--- src/rtl/ops_pkg.sv ---
`default_nettype none
// ============================================================================
//  Module      : ops_pkg
//  Description : Shared types and constants for the ops_8bit datapath.
//  Revision    : 1.0 - initial release
// ============================================================================
package ops_pkg;

    typedef enum logic [1:0] {
        ST_IDLE = 2'b00,
        ST_RUN  = 2'b01,
        ST_DONE = 2'b10
    } state_t;

    // Width of an iteration counter for a w-bit operand; never narrower than 1.
    function automatic int unsigned cnt_width(input int unsigned w);
        return (w > 1) ? $clog2(w) : 1;
    endfunction

    localparam int unsigned C_WIDTH = 8;
    localparam int unsigned C_CNT_W = cnt_width(C_WIDTH);

endpackage
`default_nettype wire

--- src/rtl/mult_8x8_seq_if.sv ---
`default_nettype none
// ============================================================================
//  Module      : mult_8x8_seq_if
//  Description : Start/done handshake and operand/product bus of the multiplier.
//  Revision    : 1.0 - initial release
// ============================================================================
interface mult_8x8_seq_if #(
    parameter int unsigned WIDTH = ops_pkg::C_WIDTH
) ();
    logic                   start_in;
    logic [WIDTH-1:0]       a_8;
    logic [WIDTH-1:0]       b_8;
    logic                   busy_out;
    logic                   done_out;
    logic [2*WIDTH-1:0]     p_16;

    modport master (
        output start_in, a_8, b_8,
        input  busy_out, done_out, p_16
    );

    modport slave (
        input  start_in, a_8, b_8,
        output busy_out, done_out, p_16
    );
endinterface
`default_nettype wire

--- src/rtl/mult_datapath.sv ---
`default_nettype none
// ============================================================================
//  Module      : mult_datapath
//  Description : Shift-add datapath: multiplicand/multiplier shifters, accumulator.
//  Revision    : 1.0 - initial release
// ============================================================================
module mult_datapath
    import ops_pkg::*;
#(
    parameter int unsigned WIDTH = C_WIDTH
) (
    input  wire logic                   clk,
    input  wire logic                   rst,
    input  wire logic                   i_load,
    input  wire logic                   i_step,
    input  wire logic [WIDTH-1:0]       i_a,
    input  wire logic [WIDTH-1:0]       i_b,
    output logic      [2*WIDTH-1:0]     o_acc_next
);

    logic [2*WIDTH-1:0] r_mcand;
    logic [WIDTH-1:0]   r_mplr;
    logic [2*WIDTH-1:0] r_acc;
    logic [2*WIDTH-1:0] w_addend;
    logic [2*WIDTH-1:0] w_sum;

    // Full 2*WIDTH adder; the partial products of two WIDTH-bit operands never overflow it.
    assign w_addend   = r_mplr[0] ? r_mcand : '0;
    assign w_sum      = r_acc + w_addend;
    assign o_acc_next = w_sum;

    always_ff @(posedge clk) begin
        if (rst) begin
            r_mcand <= '0;
            r_mplr  <= '0;
            r_acc   <= '0;
        end else if (i_load) begin
            r_mcand <= {{WIDTH{1'b0}}, i_a};
            r_mplr  <= i_b;
            r_acc   <= '0;
        end else if (i_step) begin
            r_acc   <= w_sum;
            r_mcand <= r_mcand << 1;
            r_mplr  <= r_mplr >> 1;
        end
    end

endmodule
`default_nettype wire

--- src/rtl/mult_8x8_seq.sv ---
`default_nettype none
// ============================================================================
//  Module      : mult_8x8_seq
//  Description : Sequential unsigned shift-add multiplier, one bit per clock.
//  Revision    : 1.0 - initial release
// ============================================================================
module mult_8x8_seq
    import ops_pkg::*;
#(
    parameter int unsigned WIDTH = C_WIDTH
) (
    input  wire logic           clk_in,
    input  wire logic           rst_in,
    mult_8x8_seq_if.slave       bus
);

    localparam int unsigned CNT_W = cnt_width(WIDTH);
    localparam logic [CNT_W-1:0] C_LAST = CNT_W'(WIDTH - 1);

    state_t                 r_state;
    state_t                 w_state_next;
    logic [CNT_W-1:0]       r_count;
    logic [2*WIDTH-1:0]     r_p;
    logic                   w_load;
    logic                   w_step;
    logic                   w_last;
    logic [2*WIDTH-1:0]     w_acc_next;

    mult_datapath #(
        .WIDTH      (WIDTH)
    ) u_datapath (
        .clk        (clk_in),
        .rst        (rst_in),
        .i_load     (w_load),
        .i_step     (w_step),
        .i_a        (bus.a_8),
        .i_b        (bus.b_8),
        .o_acc_next (w_acc_next)
    );

    always_comb begin
        w_state_next = r_state;
        w_load       = 1'b0;
        w_step       = 1'b0;
        w_last       = 1'b0;
        case (r_state)
            ST_IDLE: begin
                if (bus.start_in) begin
                    w_load       = 1'b1;
                    w_state_next = ST_RUN;
                end
            end
            ST_RUN: begin
                w_step = 1'b1;
                if (r_count == C_LAST) begin
                    w_last       = 1'b1;
                    w_state_next = ST_DONE;
                end
            end
            ST_DONE: begin
                // A start seen here chains straight into the next operation.
                if (bus.start_in) begin
                    w_load       = 1'b1;
                    w_state_next = ST_RUN;
                end else begin
                    w_state_next = ST_IDLE;
                end
            end
            default: w_state_next = ST_IDLE;
        endcase
    end

    always_ff @(posedge clk_in) begin
        if (rst_in) begin
            r_state <= ST_IDLE;
            r_count <= '0;
            r_p     <= '0;
        end else begin
            r_state <= w_state_next;
            if (w_load) begin
                r_count <= '0;
            end else if (w_step) begin
                r_count <= r_count + 1'b1;
            end
            // Capture includes the final iteration's add, not the stale accumulator.
            if (w_last) begin
                r_p <= w_acc_next;
            end
        end
    end

    assign bus.busy_out = (r_state == ST_RUN);
    assign bus.done_out = (r_state == ST_DONE);
    assign bus.p_16     = r_p;

endmodule
`default_nettype wire

--- src/flat_wrapper.sv ---
// flat-port wrapper written by rule: the top's interface ports become plain ports
module mult_8x8_seq_flat import ops_pkg::*;
#(
    parameter int unsigned WIDTH = C_WIDTH
)
  (clk_in, rst_in, bus_start_in, bus_a_8, bus_b_8, bus_busy_out, bus_done_out, bus_p_16);
  mult_8x8_seq_if #(.WIDTH(WIDTH)) bus_i ();
  input  wire logic clk_in;
  input  wire logic rst_in;
  input wire logic [$bits(bus_i.start_in)-1:0] bus_start_in;
  input wire logic [$bits(bus_i.a_8)-1:0] bus_a_8;
  input wire logic [$bits(bus_i.b_8)-1:0] bus_b_8;
  output wire logic [$bits(bus_i.busy_out)-1:0] bus_busy_out;
  output wire logic [$bits(bus_i.done_out)-1:0] bus_done_out;
  output wire logic [$bits(bus_i.p_16)-1:0] bus_p_16;
  assign bus_i.start_in = bus_start_in;
  assign bus_i.a_8 = bus_a_8;
  assign bus_i.b_8 = bus_b_8;
  assign bus_busy_out = bus_i.busy_out;
  assign bus_done_out = bus_i.done_out;
  assign bus_p_16 = bus_i.p_16;
  mult_8x8_seq #(.WIDTH(WIDTH)) u_core (.clk_in(clk_in), .rst_in(rst_in), .bus(bus_i));
endmodule
--- config.mk ---
export PLATFORM = sky130hd
export DESIGN_NAME = mult_8x8_seq_flat
export DESIGN_NICKNAME = d
export VERILOG_FILES = /design/src/rtl/ops_pkg.sv /design/src/rtl/mult_8x8_seq_if.sv /design/src/rtl/mult_datapath.sv /design/src/rtl/mult_8x8_seq.sv /design/src/flat_wrapper.sv
export SDC_FILE = /design/constraint.sdc
export NUM_CORES = 1
export LEC_CHECK = 0
export ABC_AREA = 0
export CAP_MARGIN = 10
export CORE_ASPECT_RATIO = 1.2
export CORE_MARGIN = 5
export CORE_UTILIZATION = 61
export CTS_CLUSTER_SIZE = 40
export DETAILED_ROUTE_END_ITERATION = 6
export PLACE_DENSITY_LB_ADDON = 0.05
export REMOVE_ABC_BUFFERS = 1
export SLEW_MARGIN = 20
export SYNTH_ARGS = -nofsm -noshare
export SYNTH_HDL_FRONTEND = slang
export SYNTH_HIERARCHICAL = 1
export SYNTH_SLANG_ARGS = --single-unit
--- constraint.sdc ---
create_clock -name clk_in -period 5.6 [get_ports clk_in]
set_input_delay 1.68 -clock clk_in [delete_from_list [all_inputs] [get_ports clk_in]]
set_output_delay 1.68 -clock clk_in [all_outputs]
set_load 0.02 [all_outputs]
==> results.json <==
{
  "crit_path_max_fanout": 21,
  "swShare": 0.248,
  "r2r-start": "u_core/u_datapath/r_mplr[0]$_SDFFE_PP0P_",
  "die_y_um": 93.3,
  "p_total_uw": 882,
  "synth_edf_count": 0,
  "drive_gt1_frac": 0.104,
  "post_cts_resized": 0,
  "yosys.area.top_type_share": 0.346,
  "grt_max_degree": 45,
  "core_um2": 5630,
  "start_util": 0.626,
  "power.clock.fraction": 0.383,
  "drtPass1Iterations": 4,
  "avgViaCountPerCell": 5.77,
  "grt_pass1_vias": 2787,
  "power.density_nw_per_um2": 220,
  "period_minus_slack_ps": 3530,
  "synthFlopType": "dfxtp_1",
  "r2r_cells": 9,
  "finalClockSkew_ps": 10.3,
  "power_switching_uw": 219,
  "peakVddDrop_mv": 0.169,
  "drtIter0Drc": 231,
  "cap_violations": 0,
  "setup-violations-final": 0,
  "cts_buffer_depth": 2,
  "worstPathRequired_ps": 5830,
  "r2r-end": "u_core/bus.p_16[14]$_SDFFE_PP0P_",
  "final_nets": 477,
  "status": "finished clean",
  "min_to": "u_core/bus.p_16[2]$_SDFFE_PP0P_",
  "row_count": 30,
  "root_buffer": "clkbuf_8",
  "async_reset_ff_frac": 0,
  "hold_class": "register to register",
  "seq_area_frac_synth": 0.346,
  "yosys-top-cells-area": "dfxtp_1, mux2i_1, ha_1, nor2_1, a21oi_1",
  "syn2layout_area_growth_pct": 13.4,
  "vias": 2925,
  "internal_power_uw": 663,
  "r2r_slack_ps": 3050,
  "synth_seq_cells": 61,
  "pwr-share-seq": 0.516,
  "drv_slew": 0,
  "gp_congestion": 0.897,
  "grt.total_usage": 0.220,
  "hpwlAfterDp_mm": 5.37,
  "worst_hold_slack_ps": 458,
  "worst-setup-path-type": "input port to register",
  "fmax_mhz": 283,
  "worst-slew-pin-transition_ps": 767,
  "hold_buffers": 0,
  "ctsHtreeMaxLevel": 3,
  "synth.distinct_cells": 56,
  "routedWlPerCell_um": 14.8,
  "fin_cells": 507,
  "hp-start": "u_core/bus.p_16[2]$_SDFFE_PP0P_",
  "synthesis.area_um2": 3530,
  "crit_path_end_kind": "register",
  "min_path_cells": 2,
  "clock_sinks": 61,
  "p_leak_nw": 1.61,
  "portBuffers": 36,
  "finalSetupTns_ps": 0,
  "ant_nets": 0,
  "arrival_ps": 3760,
  "die_area_um2": 7410,
  "ys.warnings.count": 6,
  "hold_viol_final": 0,
  "antenna_found_initial": 0,
  "antenna_cells": 0,
  "cts_tree": "built",
  "clock_latency_ps": 330,
  "grt_overflow": 0,
  "slew_headroom": 0.488,
  "postPlaceCellArea_um2": 3840,
  "avgSynthCellArea_um2": 8.44,
  "period_share": 0.631,
  "grt_pass1_wl_mm": 12.9,
  "totalWireLength_mm": 7.50,
  "critPathLaunchType": "input port",
  "syn_inst": 418,
  "synth_top_area_cell": "dfxtp_1",
  "post_cts_buffers": 0,
  "n_fill_cell": 491,
  "die_w_um": 79.4,
  "synthTopCellsByCount": "dfxtp_1, nor2_1, nand2_1, a21oi_1, mux2i_1",
  "dp_cells": 493,
  "synth_most_common_cell": "dfxtp_1",
  "pin_count": 37,
  "drcViolationCount": 0,
  "rsz0062_at_grt": "no",
  "pwr-share-comb": 0.101,
  "fin_area_um2": 4000,
  "clk_pin_slew_ps": 70,
  "numCtsBuffers": 9
}
## sequential cells by signal, indices dropped and copies added (netlist names)
register,cells
u_core/bus.p_16,16
u_core/u_datapath/r_acc,16
u_core/u_datapath/r_mcand,16
u_core/u_datapath/r_mplr,8
u_core/r_count,3
u_core/r_state,2
## worst max-delay path: stages
cell             delay, ps
clkdlybuf4s50_1        490
nor2b_2                440
or2_1                  680
or3_1                  190
mux2i_1                 60
a31o_2                 210
## placed cells by master, fill, tap and decap left out, types with 6 or more instances in the layout
master,netlist,layout
mux2i_1,29,29
xnor2_1,8,8
nor2_1,52,52
xor2_1,6,6
clkbuf_8,0,11
nand3_1,15,15
ha_1,17,17
o21ai_0,7,7
a21oi_2,14,14
inv_1,6,6
nand2_1,45,45
a21oi_1,36,36
and2_1,20,20
clkdlybuf4s50_1,0,36
dfxtp_1,61,61
## routing by layer
metal | up-vias | GRT usage | wire length, um
li1 | 1500 | - | -
met3 | 11 | 0.0443 | 269
met5 | - | 0 | 0
met1 | 1359 | 0.263 | 3200
met2 | 55 | 0.387 | 3880
met4 | 0 | 0.0788 | 153
## cell families after synthesis
| kind of cell | count (synthesis) | share of synthesized area |
|---|---|---|
| AOI/OAI and AO/OA | 94 | 0.187 |
| muxes | 29 | 0.0823 |
| and+or+nand+nor | 167 | 0.231 |
| buffers and inverters | 35 | 0.0532 |
| DFF | 61 | 0.346 |
| xor gates and xnor gates | 14 | 0.0348 |
| adders and majority gates | 18 | 0.0660 |
## power groups by stage
stage                     clock, mW  sequential (mW)  combinational (mW)
after floorplan                   0            0.461              0.0564
after global placement            0            0.464              0.0881
after detailed placement          0            0.465              0.0893
after CTS                     0.349            0.455              0.0898
after global routing          0.367            0.457              0.0995
final                         0.338            0.455              0.0890
## cell type report
| type | instances | area (um2) | share of cell area |
|---|---|---|---|
| Multi-Input combinational cell | 322 | 2120 | 0.530 |
| Sequential cell | 61 | 1220 | 0.305 |
| Timing Repair Buffer | 40 | 390 | 0.0976 |
| Clock buffer | 12 | 155 | 0.0388 |
| Tap cell | 64 | 80.1 | 0.0200 |
| Inverter | 6 | 22.5 | 0.00563 |
| Clock inverter | 2 | 10.0 | 0.00250 |
## worst max path at each step
stage	startpoint	to	slack, ps	depth (start not counted)
floorplan	bus_start_in	u_core/u_datapath/r_acc[10]$_SDFFE_PP0P_	1590	4
global placement	bus_start_in	u_core/u_datapath/r_acc[8]$_SDFFE_PP0P_	1720	6
detailed placement	bus_start_in	u_core/u_datapath/r_acc[8]$_SDFFE_PP0P_	1700	6
CTS	bus_start_in	u_core/u_datapath/r_acc[8]$_SDFFE_PP0P_	2080	6
global route	bus_start_in	u_core/u_datapath/r_acc[8]$_SDFFE_PP0P_	1910	6
finish	bus_start_in	u_core/u_datapath/r_acc[8]$_SDFFE_PP0P_	2070	6
## per-stage QoR
| step | worst slack (ps) | util |
|---|---|---|
| after detailed placement | 1700 | 0.681 |
| after CTS | 2080 | 0.711 |
| after global routing | 1910 | 0.711 |
| final | 2070 | 0.711 |
| after floorplan | 1590 | - |
| after global placement | 1720 | 0.681 |
No activity file was read; power rests on OpenSTA's default activity.
